$ cat config.mk
export PLATFORM = sky130hd
export DESIGN_NAME = pipe_hazard_ctrl_flat
export DESIGN_NICKNAME = d
export VERILOG_FILES = /design/src/rtl/pipe_pkg.sv /design/src/rtl/pipe_hazard_ctrl_if.sv /design/src/rtl/stage_shadow.sv /design/src/rtl/pipe_hazard_ctrl.sv /design/src/flat_wrapper.sv
export SDC_FILE = /design/constraint.sdc
export NUM_CORES = 1
export LEC_CHECK = 0
export ABC_AREA = 1
export ABC_CLOCK_PERIOD_IN_PS = 2590
export BUFFER_PORTS_ARGS = -buffer_cell sky130_fd_sc_hd__buf_2
export CORE_UTILIZATION = 59
export CTS_CLUSTER_SIZE = 14
export DETAILED_ROUTE_END_ITERATION = 16
export HOLD_SLACK_MARGIN = 0.02
export PLACE_DENSITY_LB_ADDON = 0.15
export SLEW_MARGIN = 40
export SYNTH_ARGS = -nofsm -noshare
export SYNTH_HDL_FRONTEND = slang
export SYNTH_SLANG_ARGS = --single-unit
$ cat constraint.sdc
create_clock -name clk -period 2.59 [get_ports clk]
set_input_delay 0.259 -clock clk [delete_from_list [all_inputs] [get_ports clk]]
set_output_delay 0.259 -clock clk [all_outputs]
set_load 0.005 [all_outputs]
$ cat src/rtl/pipe_pkg.sv
// Shared types and bypass-select encodings for the F/D/X/M/W hazard controller.
package pipe_pkg;

    localparam logic [1:0] FWD_RF = 2'd0;
    localparam logic [1:0] FWD_M  = 2'd1;
    localparam logic [1:0] FWD_W  = 2'd2;

    // Shadow rd storage is sized for the widest supported register file (RAW <= 8).
    localparam int RD_MAX = 8;
    typedef logic [RD_MAX-1:0] rd_t;

    typedef struct packed {
        logic valid;
        rd_t  rd;
        logic wen;
        logic load;
    } stage_t;

    function automatic logic stage_match(stage_t s, rd_t r, logic zero_reg);
        return s.valid & s.wen & (s.rd == r) & ~(zero_reg & (r == '0));
    endfunction

endpackage

$ cat src/rtl/pipe_hazard_ctrl_if.sv
// Core <-> hazard controller signal bundle; the controller sits on the slave side.
interface pipe_hazard_ctrl_if #(
    parameter int RAW = 5
);
    logic           f_valid;
    logic [RAW-1:0] d_rs1;
    logic [RAW-1:0] d_rs2;
    logic           d_use1;
    logic           d_use2;
    logic [RAW-1:0] d_rd;
    logic           d_wen;
    logic           d_load;
    logic           x_redirect;
    logic           m_wait;
    logic           stall_f;
    logic           stall_d;
    logic           kill_d;
    logic           bubble_x;
    logic           x_valid;
    logic           m_valid;
    logic           w_valid;
    logic [1:0]     fwd_a;
    logic [1:0]     fwd_b;
    logic           w_wen;

    modport master (
        output f_valid, d_rs1, d_rs2, d_use1, d_use2, d_rd, d_wen, d_load,
               x_redirect, m_wait,
        input  stall_f, stall_d, kill_d, bubble_x, x_valid, m_valid, w_valid,
               fwd_a, fwd_b, w_wen
    );

    modport slave (
        input  f_valid, d_rs1, d_rs2, d_use1, d_use2, d_rd, d_wen, d_load,
               x_redirect, m_wait,
        output stall_f, stall_d, kill_d, bubble_x, x_valid, m_valid, w_valid,
               fwd_a, fwd_b, w_wen
    );

endinterface

$ cat src/rtl/stage_shadow.sv
// One pipeline-stage shadow register: hold keeps it, bubble loads din with valid cleared.
module stage_shadow
    import pipe_pkg::*;
(
    input  logic   clk,
    input  logic   rst_n,
    input  logic   hold,
    input  logic   bubble,
    input  stage_t din,
    output stage_t q
);

    always_ff @(posedge clk or negedge rst_n) begin
        if (!rst_n) begin
            q <= '0;
        end else if (!hold) begin
            q <= '{valid: din.valid & ~bubble, rd: din.rd, wen: din.wen, load: din.load};
        end
    end

endmodule

$ cat src/rtl/pipe_hazard_ctrl.sv
// Hazard/bypass controller for the 5-stage core: load-use stalls, redirect kills, dmem waits, X bypass.
// WB_BYPASS_EN enables the W->X bypass; without it a D read of an M writer stalls one cycle instead.
module pipe_hazard_ctrl
    import pipe_pkg::*;
#(
    parameter int RAW       = 5,
    parameter bit ZERO_REG  = 1'b1,
    parameter bit MEM_STALL = 1'b1
) (
    input logic               clk,
    input logic               rst_n,
    pipe_hazard_ctrl_if.slave bus
);

    logic [1:0]     rst_sync;
    logic           rst_i_n;
    logic           d_valid;
    logic [RAW-1:0] x_rs1;
    logic [RAW-1:0] x_rs2;
    stage_t         d_s;
    stage_t         x_s;
    stage_t         m_s;
    stage_t         w_s;
    logic           mem_hold;
    logic           use_x;
    logic           load_use;
    logic           hazard;
    logic           stall_i;
    logic           kill_i;
    logic           bubble_i;
    logic [1:0]     fwd_a_i;
    logic [1:0]     fwd_b_i;
    logic           unused_w_load;

    // Reset asserts asynchronously and releases two edges later, clean of the clock.
    always_ff @(posedge clk or negedge rst_n) begin
        if (!rst_n) rst_sync <= '0;
        else        rst_sync <= {rst_sync[0], 1'b1};
    end
    assign rst_i_n = rst_sync[1];

    assign mem_hold = MEM_STALL && bus.m_wait;

    assign use_x = d_valid &
                   ((bus.d_use1 & stage_match(x_s, rd_t'(bus.d_rs1), ZERO_REG)) |
                    (bus.d_use2 & stage_match(x_s, rd_t'(bus.d_rs2), ZERO_REG)));
    assign load_use = use_x & x_s.load;

`ifdef WB_BYPASS_EN
    assign hazard = load_use;
`else
    // No W bypass: a reader of an M writer waits until the write-through regfile has the value.
    logic use_m;
    assign use_m = d_valid &
                   ((bus.d_use1 & stage_match(m_s, rd_t'(bus.d_rs1), ZERO_REG)) |
                    (bus.d_use2 & stage_match(m_s, rd_t'(bus.d_rs2), ZERO_REG)));
    assign hazard = load_use | use_m;
`endif

    always_comb begin
        stall_i  = 1'b0;
        kill_i   = 1'b0;
        bubble_i = 1'b0;
        if (mem_hold) begin
            stall_i = 1'b1;
        end else if (bus.x_redirect) begin
            // The dependent D instruction dies here, so any pending load-use is moot.
            kill_i   = 1'b1;
            bubble_i = 1'b1;
        end else if (hazard) begin
            stall_i  = 1'b1;
            bubble_i = 1'b1;
        end
    end

    always_ff @(posedge clk or negedge rst_i_n) begin
        if (!rst_i_n)      d_valid <= 1'b0;
        else if (!stall_i) d_valid <= bus.f_valid & ~kill_i;
    end

    // Source addresses ride along with X even into a bubble; fwd_* is not gated by X.valid.
    always_ff @(posedge clk or negedge rst_i_n) begin
        if (!rst_i_n) begin
            x_rs1 <= '0;
            x_rs2 <= '0;
        end else if (!mem_hold) begin
            x_rs1 <= bus.d_rs1;
            x_rs2 <= bus.d_rs2;
        end
    end

    assign d_s = '{valid: d_valid, rd: rd_t'(bus.d_rd), wen: bus.d_wen, load: bus.d_load};

    stage_shadow u_x (.clk(clk), .rst_n(rst_i_n), .hold(mem_hold), .bubble(bubble_i),
                      .din(d_s), .q(x_s));
    stage_shadow u_m (.clk(clk), .rst_n(rst_i_n), .hold(mem_hold), .bubble(1'b0),
                      .din(x_s), .q(m_s));
    stage_shadow u_w (.clk(clk), .rst_n(rst_i_n), .hold(1'b0),     .bubble(mem_hold),
                      .din(m_s), .q(w_s));

    always_comb begin
        fwd_a_i = FWD_RF;
        fwd_b_i = FWD_RF;
        if (stage_match(m_s, rd_t'(x_rs1), ZERO_REG))      fwd_a_i = FWD_M;
`ifdef WB_BYPASS_EN
        else if (stage_match(w_s, rd_t'(x_rs1), ZERO_REG)) fwd_a_i = FWD_W;
`endif
        if (stage_match(m_s, rd_t'(x_rs2), ZERO_REG))      fwd_b_i = FWD_M;
`ifdef WB_BYPASS_EN
        else if (stage_match(w_s, rd_t'(x_rs2), ZERO_REG)) fwd_b_i = FWD_W;
`endif
    end

    assign unused_w_load = w_s.load;

    // Control outputs depend on raw inputs, so force them low while reset is held.
    assign bus.stall_f  = rst_i_n & stall_i;
    assign bus.stall_d  = rst_i_n & stall_i;
    assign bus.kill_d   = rst_i_n & kill_i;
    assign bus.bubble_x = rst_i_n & bubble_i;
    assign bus.x_valid  = x_s.valid;
    assign bus.m_valid  = m_s.valid;
    assign bus.w_valid  = w_s.valid;
    assign bus.fwd_a    = fwd_a_i;
    assign bus.fwd_b    = fwd_b_i;
    assign bus.w_wen    = w_s.valid & w_s.wen & (w_s.rd != '0);

endmodule

$ cat src/flat_wrapper.sv
// flat-port wrapper written by rule: the top's interface ports become plain ports
module pipe_hazard_ctrl_flat import pipe_pkg::*;
#(
    parameter int RAW       = 5,
    parameter bit ZERO_REG  = 1'b1,
    parameter bit MEM_STALL = 1'b1
)
  (clk, rst_n, bus_f_valid, bus_d_rs1, bus_d_rs2, bus_d_use1, bus_d_use2, bus_d_rd, bus_d_wen, bus_d_load, bus_x_redirect, bus_m_wait, bus_stall_f, bus_stall_d, bus_kill_d, bus_bubble_x, bus_x_valid, bus_m_valid, bus_w_valid, bus_fwd_a, bus_fwd_b, bus_w_wen);
  pipe_hazard_ctrl_if #(.RAW(RAW)) bus_i ();
  input logic clk;
  input logic rst_n;
  input wire logic [$bits(bus_i.f_valid)-1:0] bus_f_valid;
  input wire logic [$bits(bus_i.d_rs1)-1:0] bus_d_rs1;
  input wire logic [$bits(bus_i.d_rs2)-1:0] bus_d_rs2;
  input wire logic [$bits(bus_i.d_use1)-1:0] bus_d_use1;
  input wire logic [$bits(bus_i.d_use2)-1:0] bus_d_use2;
  input wire logic [$bits(bus_i.d_rd)-1:0] bus_d_rd;
  input wire logic [$bits(bus_i.d_wen)-1:0] bus_d_wen;
  input wire logic [$bits(bus_i.d_load)-1:0] bus_d_load;
  input wire logic [$bits(bus_i.x_redirect)-1:0] bus_x_redirect;
  input wire logic [$bits(bus_i.m_wait)-1:0] bus_m_wait;
  output wire logic [$bits(bus_i.stall_f)-1:0] bus_stall_f;
  output wire logic [$bits(bus_i.stall_d)-1:0] bus_stall_d;
  output wire logic [$bits(bus_i.kill_d)-1:0] bus_kill_d;
  output wire logic [$bits(bus_i.bubble_x)-1:0] bus_bubble_x;
  output wire logic [$bits(bus_i.x_valid)-1:0] bus_x_valid;
  output wire logic [$bits(bus_i.m_valid)-1:0] bus_m_valid;
  output wire logic [$bits(bus_i.w_valid)-1:0] bus_w_valid;
  output wire logic [$bits(bus_i.fwd_a)-1:0] bus_fwd_a;
  output wire logic [$bits(bus_i.fwd_b)-1:0] bus_fwd_b;
  output wire logic [$bits(bus_i.w_wen)-1:0] bus_w_wen;
  assign bus_i.f_valid = bus_f_valid;
  assign bus_i.d_rs1 = bus_d_rs1;
  assign bus_i.d_rs2 = bus_d_rs2;
  assign bus_i.d_use1 = bus_d_use1;
  assign bus_i.d_use2 = bus_d_use2;
  assign bus_i.d_rd = bus_d_rd;
  assign bus_i.d_wen = bus_d_wen;
  assign bus_i.d_load = bus_d_load;
  assign bus_i.x_redirect = bus_x_redirect;
  assign bus_i.m_wait = bus_m_wait;
  assign bus_stall_f = bus_i.stall_f;
  assign bus_stall_d = bus_i.stall_d;
  assign bus_kill_d = bus_i.kill_d;
  assign bus_bubble_x = bus_i.bubble_x;
  assign bus_x_valid = bus_i.x_valid;
  assign bus_m_valid = bus_i.m_valid;
  assign bus_w_valid = bus_i.w_valid;
  assign bus_fwd_a = bus_i.fwd_a;
  assign bus_fwd_b = bus_i.fwd_b;
  assign bus_w_wen = bus_i.w_wen;
  pipe_hazard_ctrl #(.RAW(RAW), .ZERO_REG(ZERO_REG), .MEM_STALL(MEM_STALL)) u_core (.clk(clk), .rst_n(rst_n), .bus(bus_i));
endmodule
==> impl_metrics.ini <==
[setup_path]
cp_num_buf_inv = 2
crit_chain = inv_2 > a21oi_2 > nand2_1 > nor2_1 > nand2_1 > nand2_1 > nand2_1 > nand2_2 > nand3_1 > a21oi_2 > buf_2
cp_top_family = flip-flops
start_kind = flop
r2r-start = u_core.u_m.q[2]
rr_endpoint = u_core.d_valid
critPathCaptureType = primary output
cpPeakStageDelay_ns = 0.57
reg2reg_slack_ns = 1.12
cp_max_fo = 8
cp_num_cells = 11
crit_top_cell = nand2_1
critPathKind = reg2out
reg2regPathDepth = 12
critPathSlowestCell = dfrtp_1
required_ns = 2.33
worstPathArrival_ns = 1.89

[power]
seq_power_share_pct = 51.3
irDropWorstVdd_mv = 0.366
pwr_density_cell_nw_per_um2 = 590
intPower_mw = 0.889
p_sw_mw = 0.378
power_frac_clock_pct = 32.2
switching_share_pct = 29.8
combPwrFrac_pct = 16.5
p_leak_nw = 1.18

[floorplanning]
core_um2 = 3030
die_w_um = 58.4
die_area_um2 = 3410
fp.dieH_um = 58.4
ioPinCount = 36
rows = 20
start_util_pct = 62.0

[yosys]
synth_area_um2 = 1880
synthArstFlopShare_pct = 100
synth_xor_area_share_pct = 2.80
avgSynthCellArea_um2 = 7.34
syn_inst = 256
ys_ff_latch = 35
synth_warnings = 0
synth_most_common_cell = nand2_1
synth_top_family_by_area = simple AND/OR/NAND/NOR gates
ys_seq_area_share_pct = 46.6
synthMuxAreaShare_pct = 0
synthSimpleGateAreaFrac_pct = 27.1
yosys.area_share.adder_pct = 0
synth_edf_count = 0
synth_commonest_cells = nand2_1 (94), dfrtp_1 (35), inv_1 (31)
ys_types = 31
synth-compound-area-share_pct = 12.0
synth_top_area_share_pct = 46.6
synthTopCellsByArea = dfrtp_1 (47%), nand2_1 (19%), o21ai_0 (6.4%), inv_1 (6.2%), nor2_1 (2.6%)
synth_top_flop_cell = dfrtp_1
synth_top_area_cell = dfrtp_1

[timing]
finalSetupTns_ns = 0
fin_crit_ns = 2.15
worst_slew_pin_slew_ns = 0.523
fmaxAchievable_mhz = 466
grt_setup_unrepaired = no
period_share_pct = 82.9
hold_ws_ns = 0.0594
setup_violations = 0
final.setup_skew_ns = 0.00875
relSlewSlack_pct = 65.1
worst_slack_ns = 0.443
hold_viol = 0
report.final.slew_viol_count = 0

[routing]
drt_wl_total_mm = 3.97
drt-wirelength-per-cell_um = 11.9
top_layer = met4
wl_met2_mm = 1.88
route.met3.wl_um = 178
drc_errors = 0
vias = 1646
met1_length_mm = 1.86
post_drt_via_cell_ratio = 4.93
drt-pass1-iter-count = 4
antenna_left = 0
drtIter0Drc = 107

[cts]
path_clk_slew_ns = 0.12
clockRootBuffer = clkbuf_4
clkSinkCount = 35
post-cts-setup-buffers = 0
clockBufferDepth = 2
insertion_delay_ns = 0.35
holdBufCountCts = 1
cts_tree = yes
cts_buffers = 5
h-tree-depth = 2
cts.repair.resized = 0

[placement]
gp_congestion = 0.921
hpwl_mm = 2.98
place_ws_ns = 0.835
port_buffers = 33

[global_route]
grt_use_total_pct = 26.0
antenna_found_initial = 0
grt_max_degree = 36
grt_pass1_wl_mm = 6.56
grt_overflow = 0
grt_pass1_vias = 1489

[cells_and_area]
multiInputGateArea_um2 = 798
diodes = 0
ff_latch_area_um2 = 876
drive_gt1_share_pct = 19.7
syn_to_final_growth_pct = 14.3
nFillCells = 282
nets = 313

[worst_hold_path]
holdCritPathClass = reg2async

[run_status]
status = finished, final reports clean

[flow_run]
drv_cap = 0
## kinds of logic after synthesis
kind of cell           after synthesis
AND/OR/NAND/NOR                    125
buffers and inverters               49
AO/OA/AOI/OAI                       39
flip-flops                          35
XOR/XNOR                             6
other                                2
## per-stage QoR
step,power [mW],instance area [µm²],cells,utilization (%)
6_report,1.27,2150,334,70.9
5_1_grt,1.33,2150,334,70.9
4_1_cts,1.28,2150,334,70.9
3_5_place_dp,0.869,2050,325,67.8
3_3_place_gp,0.863,2050,325,67.8
2_1_floorplan,0.801,1880,257,-
## worst max path at each step
| stage | startpoint | end | slack (ns) |
|---|---|---|---|
| 6_report | u_core.u_m.q[2] | bus_bubble_x | 0.44 |
| 5_1_grt | u_core.u_m.q[2] | bus_bubble_x | 0.32 |
| 4_1_cts | u_core.u_m.q[2] | bus_bubble_x | 0.44 |
| 3_5_place_dp | u_core.u_m.q[2] | bus_bubble_x | 0.83 |
| 3_3_place_gp | u_core.u_m.q[2] | bus_bubble_x | 0.86 |
| 2_1_floorplan | u_core.rst_sync[1] | bus_stall_f | 0.86 |
## area by class of cell
cell class / count / share of cell area [%]
Timing Repair Buffer: 36 / 8.86
Tap cell: 44 / 2.56
Sequential cell: 35 / 40.8
Clock buffer: 5 / 1.75
Inverter: 38 / 6.64
Multi-Input combinational cell: 173 / 37.2
Clock inverter: 3 / 2.21
## power groups by stage
stage	registers (mW)	logic (mW)	clock network (mW)
after global placement	0.660	0.204	0
after global routing	0.658	0.240	0.436
after floorplan	0.647	0.153	0
after CTS	0.650	0.210	0.416
final	0.651	0.209	0.408
after detailed placement	0.661	0.207	0
## placed cells by master, fill, tap and decap left out, drive strengths merged, types with 3 or more instances in the layout
cell type / count
a21oi: 9
conb: 3
nand3: 9
inv: 38
buf: 35
clkbuf: 5
nor2: 15
xnor2: 4
o21ai: 24
nand2: 96
dfrtp: 35
## sequential cells by signal, summed over array words and instances, names as in the netlist
name	count
u_core.d_valid	1
u_core.u_m.q	7
u_core.u_w.q	7
u_core.x_rs2	5
u_core.rst_sync	2
u_core.x_rs1	5
u_core.u_x.q	8
## routing by layer
layer  vias to the layer above  GRT usage [%]
met4                         0           11.6
met3                         6           4.40
met5                         -              0
li1                        850              -
met2                        47           42.4
met1                       743           34.3
Note: power is estimated with default switching activity, not from simulation.
